## config.mk

```make
export PLATFORM = sky130hd
export DESIGN_NAME = rca_result_buffer
export DESIGN_NICKNAME = d
export VERILOG_FILES = /design/src/rtl/rca_result_buffer.sv
export SDC_FILE = /design/constraint.sdc
export NUM_CORES = 1
export LEC_CHECK = 0
export BUFFER_PORTS_ARGS = -buffer_cell sky130_fd_sc_hd__buf_2
export CORE_ASPECT_RATIO = 0.9
export CORE_MARGIN = 2
export CORE_UTILIZATION = 40
export DETAILED_ROUTE_END_ITERATION = 6
export PLACE_DENSITY = 0.59
export SLEW_MARGIN = 10
export SYNTH_ARGS = -nofsm -noshare
export SYNTH_HDL_FRONTEND = slang
export SYNTH_SLANG_ARGS = --single-unit
```

## constraint.sdc

```tcl
create_clock -name clk -period 3.7 [get_ports clk]
set_input_delay 0 -clock clk [delete_from_list [all_inputs] [get_ports clk]]
set_output_delay 0 -clock clk [all_outputs]
set_load 0.1 [all_outputs]
```

## src/rtl/rca_result_buffer.sv

```systemverilog
// rca_result_buffer: capture FIFO for {cout, s} adder results with a 16-bit running checksum.
//   clk, rst            : clock and asynchronous active-high reset
//   s, cout, in_valid   : adder result and its valid strobe
//   in_ready            : space available (registered state only)
//   out_data, out_valid : show-ahead head entry and its valid flag
//   out_ready           : consumer takes the head entry
//   count               : occupancy 0..DEPTH
//   clr_total           : synchronous clear of total/total_wrap
//   total, total_wrap   : modulo-2^16 sum of accepted entries, sticky overflow flag
module rca_result_buffer #(
    parameter int DEPTH = 4
) (
    input  logic                       clk,
    input  logic                       rst,
    input  logic [7:0]                 s,
    input  logic                       cout,
    input  logic                       in_valid,
    output logic                       in_ready,
    output logic [8:0]                 out_data,
    output logic                       out_valid,
    input  logic                       out_ready,
    output logic [$clog2(DEPTH):0]     count,
    input  logic                       clr_total,
    output logic [15:0]                total,
    output logic                       total_wrap
);
    localparam int AW = $clog2(DEPTH);
    localparam int CW = AW + 1;

    logic [8:0]    mem_q [DEPTH];
    logic [AW-1:0] wr_ptr_q, wr_ptr_d;
    logic [AW-1:0] rd_ptr_q, rd_ptr_d;
    logic [CW-1:0] count_q, count_d;
    logic [15:0]   total_q, total_d;
    logic          wrap_q, wrap_d;
    logic          push, pop;
    logic [8:0]    din;
    logic [16:0]   sum;

    assign din       = {cout, s};
    // Flow control comes only from count so out_ready never reaches in_ready.
    assign in_ready  = count_q != CW'(DEPTH);
    assign out_valid = count_q != '0;
    assign push      = in_valid && in_ready;
    assign pop       = out_valid && out_ready;
    assign sum       = {1'b0, total_q} + {8'b0, din};

    always_comb begin
        wr_ptr_d = push ? wr_ptr_q + AW'(1) : wr_ptr_q;
        rd_ptr_d = pop ? rd_ptr_q + AW'(1) : rd_ptr_q;
        count_d  = (push && !pop) ? count_q + CW'(1) :
                   (pop && !push) ? count_q - CW'(1) : count_q;
        // Clear wins over accumulation; a push in the clear cycle seeds the new total.
        total_d  = clr_total ? (push ? {7'b0, din} : 16'h0) :
                   push      ? sum[15:0] : total_q;
        wrap_d   = clr_total ? 1'b0 : (wrap_q || (push && sum[16]));
    end

    always_ff @(posedge clk or posedge rst) begin
        if (rst) begin
            for (int i = 0; i < DEPTH; i++) mem_q[i] <= '0;
            wr_ptr_q <= '0;
            rd_ptr_q <= '0;
            count_q  <= '0;
            total_q  <= '0;
            wrap_q   <= 1'b0;
        end else begin
            if (push) mem_q[wr_ptr_q] <= din;
            wr_ptr_q <= wr_ptr_d;
            rd_ptr_q <= rd_ptr_d;
            count_q  <= count_d;
            total_q  <= total_d;
            wrap_q   <= wrap_d;
        end
    end

    assign out_data   = mem_q[rd_ptr_q];
    assign count      = count_q;
    assign total      = total_q;
    assign total_wrap = wrap_q;
endmodule

```

==> flow_summary.yaml <==
run_status:
  status: "completed"
clock_tree:
  htreeDepth: 3
  postCtsSetupBuffers: 0
  clock_sinks: 60
  clkTransAtPathRegs_ns: 0.07
  clock_latency_ns: 0.33
  clockBufferDepth: 2
  clock-root-buffer: "clkbuf_8"
  cts_resized: 0
  numCtsBuffers: 9
  cts_tree: "yes"
sta:
  whs_ns: 0.0126
  fin_tns_setup_ns: 0
  worst_pin_slew_ns: 0.717
  fmax_mhz: 424
  rsz0062_at_grt: "false"
  max_slew_margin_pct: 52.2
  setup_viol: 0
  setup_slack_ns: 1.34
  hold_viol_final: 0
  clock_skew_ns: 0.00764
  fin_crit_ns: 2.36
  timing.final.crit_share_pct: 63.8
  maxSlewViolCount: 0
route:
  avgViaCountPerCell: 5.18
  vias: 2210
  drtIter0Drc: 87
  drc_errors: 0
  drtPass1Iterations: 4
  drt_wl_total_um: 6770
  drtAntennaViolNets: 0
  avgRoutedWirePerCell_um: 15.9
grt:
  track_usage_pct: 16.8
  antenna_found_initial: 0
  grt_max_degree: 35
  grt.overflow.total: 0
  grt_pass1_wl_um: 11300
  grt_pass1_vias: 2221
yosys:
  syn_area_sq_mm: 0.00319
  ys_seq_area_share_pct: 47.1
  synth_enable_flop_cells: 0
  ys_warn_count: 0
  synth_flop_cell: "dfrtp_1"
  synth-async-reset-ratio_pct: 100
  syn-num-nets: 299
  synth-seq-cells: 60
  syn_area_per_cell_sq_um: 11.8
  ys_types: 43
  synthCells: 269
place:
  globalplace.congestion: 0.826
  portBuffers: 44
  place_inst: 401
  place_hpwl_um: 4740
  post-place-ws_ns: 1.33
floorplanning:
  start_util_pct: 41.8
  ios: 45
  die_w_um: 98.1
  num_rows: 30
  coreArea_sq_mm: 0.00762
  die_area_sq_mm: 0.00869
  die_h_um: 88.7
worst_setup_path:
  slowest_delay_ns: 0.44
  crit_family: "adder cells"
  crit_arrival_ns: 2.58
  crit_type: "reg -> reg"
  crit_buf_inv: 2
  cp-start-kind: "flip-flop"
  slowest_stage: "dfrtp_1"
  crit_required_ns: 3.92
  worstPathCellList: "or3b_4 -> nand2_4 -> inv_4 -> ha_1 -> inv_1 -> fa_1 -> mux2_2"
  cp_max_fo: 19
  worst_setup_path_end_kind: "flip-flop"
final_layout:
  area_growth_pct: 19.1
  diodes: 0
  layout.cells.most_common: "dfrtp_1"
  layout_common_cells: "dfrtp_1, buf_2, mux2_2"
  finalNetCount: 356
  drive_gt1_share_pct: 35.3
  fin_cells: 427
min_path:
  hold_class: "in -> reg"
run:
  maxCapViolations: 0
==> worst paths after layout <==
kind                                       startpoint                     to  slack (ns)  depth (start not counted)
worst max-delay path             count[0]$_DFFE_PP0P_   count[1]$_DFFE_PP0P_        1.34                          7
worst min-delay path                             cout   total[8]$_DFFE_PP0P_        0.01                          3
worst max register to register   count[0]$_DFFE_PP0P_   count[1]$_DFFE_PP0P_        1.34                          7
worst min register to register  mem_q[10]$_DFFE_PP0P_  mem_q[10]$_DFFE_PP0P_        0.48                          2
max in group asynchronous                         rst  mem_q[35]$_DFFE_PP0P_        2.55                          4
min in group asynchronous                         rst  mem_q[14]$_DFFE_PP0P_        0.28                          3
==> tightest hold or removal path: cells and delay by family <==
kind	cells	cell delay, ns
AOI/OAI and AO/OA	1	0.08
buffers and inverters	1	0.14
and+or+nand+nor	1	0.08
==> flip-flops by register name, indices dropped and copies added, names as in the netlist <==
name / count
mem_q: 36
rd_ptr_q: 2
count: 3
wr_ptr_q: 2
total_wrap: 1
total: 16
==> routing by layer <==
metal	share of wire (%)	routed length, um	global-route usage (%)
met5	0	0	0
met4	0.62	42	5.30
met3	3.9	265	4.34
met2	44	2980	25.0
met1	51	3490	24.1
==> final cells by class <==
class	instances	area, sq um
Fill cell	706	3830
Clock buffer	9	124
Multi-Input combinational cell	191	1590
Inverter	9	36.3
Clock inverter	7	91.3
Timing Repair Buffer	55	328
Sequential cell	60	1500
Tap cell	96	120
==> logic make-up after synthesis <==
family / Yosys count / synth area share, %
buf+inv: 18 / 2.87
compound gates: 49 / 9.11
mux: 46 / 19.3
simple gates: 66 / 11.0
xor+xnor: 14 / 3.85
fa+ha+maj: 16 / 6.76
flops: 60 / 47.1
==> metrics by stage <==
stage	util (%)	cell area (sq um)
after floorplan	-	3190
after global placement	45.6	3480
after detailed placement	45.6	3480
after CTS	49.7	3780
after global routing	49.8	3790
final	49.8	3790
==> synthesized netlist by cell type, types with 4 or more instances <==
cell	count	area, sq um
mux2i_1	4	40.0
inv_1	8	30.0
nand3_1	5	25.0
dfrtp_1	60	1500
mux4_2	9	203
nand2_1	17	63.8
xnor2_1	9	78.8
nor2_1	16	60.1
nand2_2	5	31.3
ha_1	14	175
clkbuf_1	4	15.0
xor2_1	5	43.8
o21ai_0	19	95.1
a21o_1	4	30.0
mux2_2	33	372
a21oi_1	16	80.1
==> repair_timing <==
| action | CTS | global route |
|---|---|---|
| setup endpoints to repair | 0 | 0 |
| hold buffers | 9 | 1 |
| endpoints found under the hold margin | 53 | 2 |
Power is left out: the tool's default activity adds up to more than one toggle a clock period on the data nets, which glitch-free logic cannot reach.
